## src/rtl/rv32_fetch_stage_pkg.sv

```systemverilog
// Shared RV32 fetch definitions: FSM encoding, buffer geometry, NOP word and buffer entry type.
package rv32_fetch_stage_pkg;

  localparam int unsigned FETCH_BUF_DEPTH = 2;
  localparam int unsigned FETCH_CNT_W     = $clog2(FETCH_BUF_DEPTH + 1);

  localparam logic [31:0] NOP_INSTR = 32'h0000_0013;

  typedef logic [1:0] fetch_state_t;
  localparam fetch_state_t S_REQ   = 2'd0;
  localparam fetch_state_t S_WAIT  = 2'd1;
  localparam fetch_state_t S_FAULT = 2'd2;

  typedef struct packed {
    logic [31:0] pc;
    logic [31:0] instr;
    logic        fault;
  } fetch_entry_t;

  function automatic logic [31:0] next_pc(input logic [31:0] pc);
    return pc + 32'd4;
  endfunction

endpackage

```

## src/rtl/rv32_fetch_buf.sv

```systemverilog
// Small circular FIFO of fetched instructions; flush empties it but may accept a push that cycle.
module rv32_fetch_buf
  import rv32_fetch_stage_pkg::*;
(
  input  logic                   clk_i,
  input  logic                   rst_i,
  input  logic                   flush_i,
  input  logic                   push_i,
  input  fetch_entry_t           push_data_i,
  input  logic                   pop_i,
  output logic                   valid_o,
  output fetch_entry_t           head_o,
  output logic [FETCH_CNT_W-1:0] count_o
);

  localparam int unsigned PtrW = (FETCH_BUF_DEPTH > 1) ? $clog2(FETCH_BUF_DEPTH) : 1;

  fetch_entry_t           mem_q [FETCH_BUF_DEPTH];
  logic [PtrW-1:0]        rd_q, rd_d, wr_q, wr_d, wr_idx;
  logic [FETCH_CNT_W-1:0] cnt_q, cnt_d;
  logic                   do_pop, do_push, wr_en;

  function automatic logic [PtrW-1:0] ptr_inc(input logic [PtrW-1:0] p);
    return (p == PtrW'(FETCH_BUF_DEPTH - 1)) ? '0 : p + 1'b1;
  endfunction

  assign do_pop  = pop_i && (cnt_q != '0);
  // A push into a full buffer is accepted when a pop frees the head in the same cycle.
  assign do_push = push_i && ((32'(cnt_q) < FETCH_BUF_DEPTH) || do_pop);

  always_comb begin
    rd_d   = rd_q;
    wr_d   = wr_q;
    cnt_d  = cnt_q;
    wr_en  = 1'b0;
    wr_idx = wr_q;
    if (flush_i) begin
      rd_d   = '0;
      wr_idx = '0;
      wr_en  = push_i;
      wr_d   = push_i ? ptr_inc('0) : '0;
      cnt_d  = push_i ? FETCH_CNT_W'(1) : '0;
    end else begin
      if (do_push) begin
        wr_en = 1'b1;
        wr_d  = ptr_inc(wr_q);
      end
      if (do_pop) begin
        rd_d = ptr_inc(rd_q);
      end
      cnt_d = cnt_q + FETCH_CNT_W'(do_push) - FETCH_CNT_W'(do_pop);
    end
  end

  always_ff @(posedge clk_i) begin
    if (rst_i) begin
      rd_q  <= '0;
      wr_q  <= '0;
      cnt_q <= '0;
      for (int i = 0; i < FETCH_BUF_DEPTH; i++) begin
        mem_q[i] <= '0;
      end
    end else begin
      rd_q  <= rd_d;
      wr_q  <= wr_d;
      cnt_q <= cnt_d;
      if (wr_en) begin
        mem_q[wr_idx] <= push_data_i;
      end
    end
  end

  assign valid_o = (cnt_q != '0);
  assign head_o  = mem_q[rd_q];
  assign count_o = cnt_q;

endmodule

```

## src/rtl/rv32_fetch_stage.sv

```systemverilog
// RV32 instruction fetch: PC sequencing, single-outstanding memory requests, redirect and
// misaligned-target handling in front of a small instruction buffer.
module rv32_fetch_stage
  import rv32_fetch_stage_pkg::*;
#(
  parameter logic [31:0] RESET_PC = 32'h0000_0000
) (
  input  logic        clk,
  input  logic        rst,
  input  logic        redirect_valid,
  input  logic [31:0] redirect_target,
  output logic        imem_req_valid,
  input  logic        imem_req_ready,
  output logic [31:0] imem_req_addr,
  input  logic        imem_rsp_valid,
  input  logic [31:0] imem_rsp_data,
  output logic        if_valid,
  input  logic        if_ready,
  output logic [31:0] if_pc,
  output logic [31:0] if_instr,
  output logic        if_fault
);

  fetch_state_t state_q, state_d;
  logic [31:0]  pc_q, pc_d;
  logic [31:0]  addr_q, addr_d;
  logic         pend_q, pend_d;  // request driven but not yet accepted
  logic         out_q, out_d;    // request accepted, response not yet seen
  logic         drop_q, drop_d;  // the in-flight request belongs to a redirected-away stream

  logic                   can_issue, req_fire, rsp_hit, misaligned;
  logic                   buf_push, buf_pop, buf_valid;
  fetch_entry_t           buf_in, buf_head;
  logic [FETCH_CNT_W-1:0] buf_count;

  assign misaligned = (redirect_target[1:0] != 2'b00);
  assign can_issue  = (state_q == S_REQ) && !pend_q && !out_q && !drop_q &&
                      (32'(buf_count) < FETCH_BUF_DEPTH);

  assign imem_req_valid = !rst && (pend_q || can_issue);
  assign imem_req_addr  = pend_q ? addr_q : {pc_q[31:2], 2'b00};
  assign req_fire       = imem_req_valid && imem_req_ready;
  assign rsp_hit        = imem_rsp_valid && out_q;

  always_comb begin
    state_d  = state_q;
    pc_d     = pc_q;
    addr_d   = imem_req_valid ? imem_req_addr : addr_q;
    pend_d   = imem_req_valid && !imem_req_ready;
    out_d    = req_fire || (out_q && !imem_rsp_valid);
    // Stale-ness sticks to whatever request is still in the channel after this cycle.
    drop_d   = (redirect_valid || drop_q) && (pend_d || out_d);
    buf_push = 1'b0;
    buf_in   = '0;
    if (redirect_valid) begin
      pc_d = redirect_target;
      if (misaligned) begin
        state_d  = S_FAULT;
        buf_push = 1'b1;
        buf_in   = '{pc: redirect_target, instr: NOP_INSTR, fault: 1'b1};
      end else begin
        state_d = S_REQ;
      end
    end else begin
      case (state_q)
        S_REQ: begin
          if (req_fire && !drop_q) begin
            state_d = S_WAIT;
            pc_d    = next_pc(pc_q);
          end
        end
        S_WAIT: begin
          if (rsp_hit) begin
            state_d  = S_REQ;
            buf_push = 1'b1;
            buf_in   = '{pc: addr_q, instr: imem_rsp_data, fault: 1'b0};
          end
        end
        default: ;
      endcase
    end
  end

  always_ff @(posedge clk) begin
    if (rst) begin
      state_q <= S_REQ;
      pc_q    <= RESET_PC;
      addr_q  <= '0;
      pend_q  <= 1'b0;
      out_q   <= 1'b0;
      drop_q  <= 1'b0;
    end else begin
      state_q <= state_d;
      pc_q    <= pc_d;
      addr_q  <= addr_d;
      pend_q  <= pend_d;
      out_q   <= out_d;
      drop_q  <= drop_d;
    end
  end

  assign buf_pop = if_valid && if_ready;

  rv32_fetch_buf u_buf (
    .clk_i       (clk),
    .rst_i       (rst),
    .flush_i     (redirect_valid),
    .push_i      (buf_push),
    .push_data_i (buf_in),
    .pop_i       (buf_pop),
    .valid_o     (buf_valid),
    .head_o      (buf_head),
    .count_o     (buf_count)
  );

  assign if_valid = buf_valid && !rst;
  assign if_pc    = if_valid ? buf_head.pc    : '0;
  assign if_instr = if_valid ? buf_head.instr : '0;
  assign if_fault = if_valid && buf_head.fault;

endmodule
```

## config.mk

```make
export PLATFORM = sky130hd
export DESIGN_NAME = rv32_fetch_stage
export DESIGN_NICKNAME = d
export VERILOG_FILES = /design/src/rtl/rv32_fetch_stage_pkg.sv /design/src/rtl/rv32_fetch_buf.sv /design/src/rtl/rv32_fetch_stage.sv
export SDC_FILE = /design/constraint.sdc
export NUM_CORES = 1
export LEC_CHECK = 0
export ABC_AREA = 1
export BUFFER_PORTS_ARGS = -buffer_cell sky130_fd_sc_hd__buf_4
export CAP_MARGIN = 25
export CORE_ASPECT_RATIO = 1.4
export CORE_UTILIZATION = 30
export DETAILED_ROUTE_END_ITERATION = 7
export GPL_TIMING_DRIVEN = 1
export SLEW_MARGIN = 20
export SYNTH_ARGS = -nofsm -noshare
export SYNTH_HDL_FRONTEND = slang
export SYNTH_SLANG_ARGS = --single-unit
```

## constraint.sdc

```tcl
create_clock -name clk -period 7.16 [get_ports clk]
set_clock_uncertainty 0.1 [all_clocks]
set_input_delay 0.358 -clock clk [delete_from_list [all_inputs] [get_ports clk]]
set_output_delay 0.358 -clock clk [all_outputs]
set_load 0.05 [all_outputs]
```

==> impl_metrics.prom <==
# TYPE chip_impl_metric gauge
chip_impl_metric{name="setup_viol_count_final",unit=""} 0
chip_impl_metric{name="global_route.overflow_total",unit=""} 0
chip_impl_info{name="crit_path_top_delay_cell",value="sky130_fd_sc_hd__nand3b_2"} 1
chip_impl_metric{name="power.internal",unit="W"} 0.00230
chip_impl_metric{name="floorplan.die.width",unit="um"} 161
chip_impl_metric{name="timing.slew.headroom",unit=""} 0.405
chip_impl_metric{name="finalWirelength",unit="um"} 30100
chip_impl_metric{name="drv_slew",unit=""} 0
chip_impl_metric{name="yosys_warnings",unit=""} 0
chip_impl_info{name="synth_most_common_cell",value="sky130_fd_sc_hd__nand2_1"} 1
chip_impl_metric{name="comb_power_share",unit=""} 0.161
chip_impl_metric{name="layout_setup_ws",unit="ns"} 3.23
chip_impl_metric{name="worstPathRequired",unit="ns"} 7.20
chip_impl_metric{name="worst_ir_drop_vdd",unit="mV"} 0.149
chip_impl_metric{name="global_placement_routability_congestion",unit=""} 0.929
chip_impl_metric{name="clock_path_buffers",unit=""} 3
chip_impl_metric{name="fillerInstances",unit=""} 3576
chip_impl_metric{name="grt_first_pass_wirelength",unit="um"} 46400
chip_impl_metric{name="net_switching_component_of_the_power",unit="W"} 0.000870
chip_impl_metric{name="drc",unit=""} 0
chip_impl_metric{name="cts_post_setup_buffers_inserted",unit=""} 0
chip_impl_metric{name="first_global_vias",unit=""} 8734
chip_impl_metric{name="critical-path-max-stage-delay",unit="ns"} 0.64
chip_impl_metric{name="yosys.area_share.adder",unit=""} 0.00352
chip_impl_metric{name="dieArea",unit="um^2"} 36400
chip_impl_metric{name="max_slew.worst_pin.slew",unit="ns"} 0.889
chip_impl_metric{name="syn-cell-area",unit="um^2"} 10700
chip_impl_metric{name="core_region_area",unit="um^2"} 35000
chip_impl_metric{name="tritoncts.num_buffers",unit=""} 22
chip_impl_metric{name="route.vias.total",unit=""} 8887
chip_impl_metric{name="cellPowerDensity",unit="nW/um^2"} 242
chip_impl_metric{name="final.min_clock_period",unit="ns"} 3.93
chip_impl_info{name="tritoncts",value="built"} 1
chip_impl_metric{name="grt_antenna_before_repair",unit=""} 1
chip_impl_metric{name="critPathMaxFanout",unit=""} 65
chip_impl_metric{name="vias_per_cell",unit=""} 4.56
chip_impl_metric{name="clk_pin_slew_worst_paths",unit="ns"} 0.06
chip_impl_info{name="synth.top_cells.by_count",value="362 x sky130_fd_sc_hd__nand2_1, 232 x sky130_fd_sc_hd__nor2_1, 192 x sky130_fd_sc_hd__inv_1"} 1
chip_impl_metric{name="synth-edff-count",unit=""} 130
chip_impl_metric{name="fraction_of_the_mapped_netlist_area_in_simple_logic_gates",unit=""} 0.245
chip_impl_metric{name="p_sw_frac",unit=""} 0.274
chip_impl_metric{name="synth_area_per_cell",unit="um^2"} 7.96
chip_impl_info{name="critical-path-top-cell-by-count",value="sky130_fd_sc_hd__buf_4"} 1
chip_impl_info{name="yosys_most_used_dff",value="sky130_fd_sc_hd__edfxtp_1"} 1
chip_impl_metric{name="detailedRoute.firstPassIterationCount",unit=""} 5
chip_impl_info{name="dominant_combinational_cell_family_by_area_after_synthesis",value="simple AND/OR/NAND/NOR gates"} 1
chip_impl_metric{name="floorplan.initialDensity",unit=""} 0.305
chip_impl_metric{name="grt_util_all_layers",unit=""} 0.164
chip_impl_metric{name="post_dp_cell_area",unit="um^2"} 12300
chip_impl_metric{name="place.detailed.hpwl",unit="um"} 21100
chip_impl_metric{name="io_buffers",unit=""} 168
chip_impl_metric{name="layout-drive-gt1-share",unit=""} 0.206
chip_impl_metric{name="synthXorXnorAreaFrac",unit=""} 0.00656
chip_impl_metric{name="timing.fmax",unit="MHz"} 254
chip_impl_metric{name="final_min_period_over_clock_period",unit=""} 0.550
chip_impl_metric{name="worst-endpoint-arrival",unit="ns"} 3.98
chip_impl_info{name="cp-start-kind",value="input pin"} 1
chip_impl_metric{name="starting_drc_count_in_detailed_routing",unit=""} 546
chip_impl_metric{name="maxCapViolations",unit=""} 0
chip_impl_metric{name="route.antenna.remaining_nets",unit=""} 0
chip_impl_info{name="netlist.top_cell.by_area",value="sky130_fd_sc_hd__edfxtp_1"} 1
chip_impl_metric{name="synth_cell_type_count",unit=""} 32
chip_impl_metric{name="top_level_ports",unit=""} 169
chip_impl_metric{name="fin_nets",unit=""} 1548
chip_impl_info{name="worstSetupEndpointType",value="flop"} 1
chip_impl_metric{name="post-place-ws",unit="ns"} 2.63
chip_impl_metric{name="clock_latency",unit="ns"} 0.51
chip_impl_metric{name="ys_seq_elements",unit=""} 202
chip_impl_metric{name="setup_tns",unit="ns"} 0
chip_impl_info{name="cp_cell_sequence",value="buf_4, inv_2, nand3b_2, nand2_2, o21ai_2, o22ai_2, nand3_2, buf_4, nand2_2, buf_4"} 1
chip_impl_metric{name="wl_per_cell",unit="um"} 15.4
chip_impl_metric{name="power.sequential.fraction",unit=""} 0.431
chip_impl_metric{name="ctsHtreeMaxLevel",unit=""} 1
chip_impl_info{name="worst-setup-path-type",value="input pin to flop"} 1
chip_impl_info{name="run_status",value="finished clean"} 1
chip_impl_metric{name="grt_max_degree",unit=""} 67
chip_impl_info{name="yosys-top-cells-area",value="sky130_fd_sc_hd__edfxtp_1 37%, sky130_fd_sc_hd__dfxtp_1 14%, sky130_fd_sc_hd__nand2_1 13%"} 1
chip_impl_metric{name="final_cell_area",unit="um^2"} 13100
chip_impl_metric{name="post_synth_mux_area_share",unit=""} 0.0686
chip_impl_metric{name="die-height",unit="um"} 225
chip_impl_metric{name="synthArstFlopShare",unit=""} 0
chip_impl_metric{name="postCtsHoldBufs",unit=""} 1
chip_impl_metric{name="yosysSeqAreaShare",unit=""} 0.501
chip_impl_metric{name="post_cts_resize_count",unit=""} 0
chip_impl_metric{name="finalHoldViolations",unit=""} 0
chip_impl_metric{name="synth_largest_type_area_fraction",unit=""} 0.366
chip_impl_metric{name="synth_compound_area_frac",unit=""} 0.0716
chip_impl_info{name="cts-root-buf",value="sky130_fd_sc_hd__clkbuf_16"} 1
chip_impl_metric{name="postSynthCellCount",unit=""} 1342
chip_impl_metric{name="p_clk_frac",unit=""} 0.408
chip_impl_info{name="min_path_type",value="input pin to flop"} 1
chip_impl_metric{name="area_delta_synth_final",unit="%"} 22.9
chip_impl_metric{name="numClockSinks",unit=""} 202
chip_impl_metric{name="syn-num-nets",unit=""} 1415
chip_impl_metric{name="power.leakage",unit="nW"} 5.80
chip_impl_metric{name="floorplan.rows",unit=""} 81
chip_impl_info{name="setup_repair_after_global_routing_missed_its_margin",value="no"} 1
==> layer usage <==
layer	routed length, um	track usage	part of all wire	vias up
met5	0	0	0	-
met4	1180	0.0733	0.039	0
met3	1570	0.0230	0.052	60
met2	15600	0.305	0.52	246
met1	11700	0.183	0.39	4093
li1	-	-	-	4488
==> registers in the layout, indices dropped and copies added (netlist names), 2 cells and up, named ones only <==
| signal | cells |
|---|---|
| u_buf.mem_q | 130 |
| addr_q | 32 |
| pc_q | 30 |
| state_q | 2 |
| u_buf.count_o | 2 |
==> area by class of cell <==
cell class                      instances  area [um^2]  area share
Inverter                              195          734      0.0560
Multi-Input combinational cell        875         4240       0.324
Clock buffer                           25          592      0.0451
Tap cell                              456          571      0.0435
Antenna cell                            1         2.50    0.000191
Timing Repair Buffer                  179         1380       0.105
Clock inverter                         14          245      0.0187
Sequential cell                       202         5350       0.408
==> through the flow <==
stage               std cells  hold WS [ns]   util  total power [W]
floorplan                1342         0.330      -          0.00173
global placement         1903         0.357  0.349          0.00189
detailed placement       1905         0.361  0.350          0.00191
CTS                      1945        0.0209  0.375          0.00320
global route             1946        0.0644  0.375          0.00330
finish                   1947        0.0451  0.375          0.00317
==> critical path: cells and delay by family <==
family | cells | cell delay (ns)
buffers and inverters | 4 | 1.79
AO/OA/AOI/OAI | 2 | 0.30
AND/OR/NAND/NOR | 4 | 1.43
==> worst paths after layout <==
check / slack, ns / cells after the start / end / from
worst max-delay path: 3.23 / 10 / u_buf.mem_q[1][12] / redirect_valid
worst min-delay path: 0.05 / 3 / out_q / imem_rsp_valid
worst max register to register: 3.46 / 9 / u_buf.mem_q[1][12] / out_q
worst min register to register: 0.37 / 2 / addr_q[10] / addr_q[10]
==> cells in the final DEF, fill, tap and decap left out, types with 2 or more instances in the layout <==
cell / Yosys / final
sky130_fd_sc_hd__a211oi_1: 30 / 30
sky130_fd_sc_hd__a21oi_1: 19 / 19
sky130_fd_sc_hd__a22o_1: 2 / 2
sky130_fd_sc_hd__buf_4: 3 / 175
sky130_fd_sc_hd__buf_8: 0 / 2
sky130_fd_sc_hd__bufinv_16: 0 / 6
sky130_fd_sc_hd__clkbuf_16: 0 / 22
sky130_fd_sc_hd__clkbuf_8: 0 / 3
sky130_fd_sc_hd__clkinv_1: 0 / 2
sky130_fd_sc_hd__dfxtp_1: 72 / 71
sky130_fd_sc_hd__edfxtp_1: 130 / 130
sky130_fd_sc_hd__ha_1: 3 / 3
sky130_fd_sc_hd__inv_1: 192 / 191
sky130_fd_sc_hd__inv_2: 3 / 3
sky130_fd_sc_hd__mux2_2: 65 / 65
sky130_fd_sc_hd__nand2_1: 362 / 360
sky130_fd_sc_hd__nand2_2: 1 / 3
sky130_fd_sc_hd__nand3_1: 51 / 50
sky130_fd_sc_hd__nand4_1: 3 / 3
sky130_fd_sc_hd__nor2_1: 232 / 232
sky130_fd_sc_hd__nor2_2: 11 / 11
sky130_fd_sc_hd__o21ai_0: 76 / 76
sky130_fd_sc_hd__o21ai_2: 2 / 2
sky130_fd_sc_hd__or2_2: 2 / 2
sky130_fd_sc_hd__xnor2_1: 2 / 2
sky130_fd_sc_hd__xor2_1: 6 / 6
==> cells by family after synthesis <==
kind of cell               count (synthesis)
buffers and inverters                    265
adders and majority gates                  3
and+or+nand+nor                          665
AOI/OAI and AO/OA                        133
muxes                                     65
xor gates and xnor gates                   8
other                                      1
DFF                                      202
==> power groups by stage <==
stage	clock, W	sequential, W	combinational (W)
5_1_grt	0.00136	0.00138	0.000555
3_3_place_gp	0	0.00139	0.000504
4_1_cts	0.00132	0.00137	0.000517
3_5_place_dp	0	0.00139	0.000514
2_1_floorplan	0	0.00138	0.000352
6_report	0.00129	0.00137	0.000511
No activity file was read; power rests on OpenSTA's default activity.
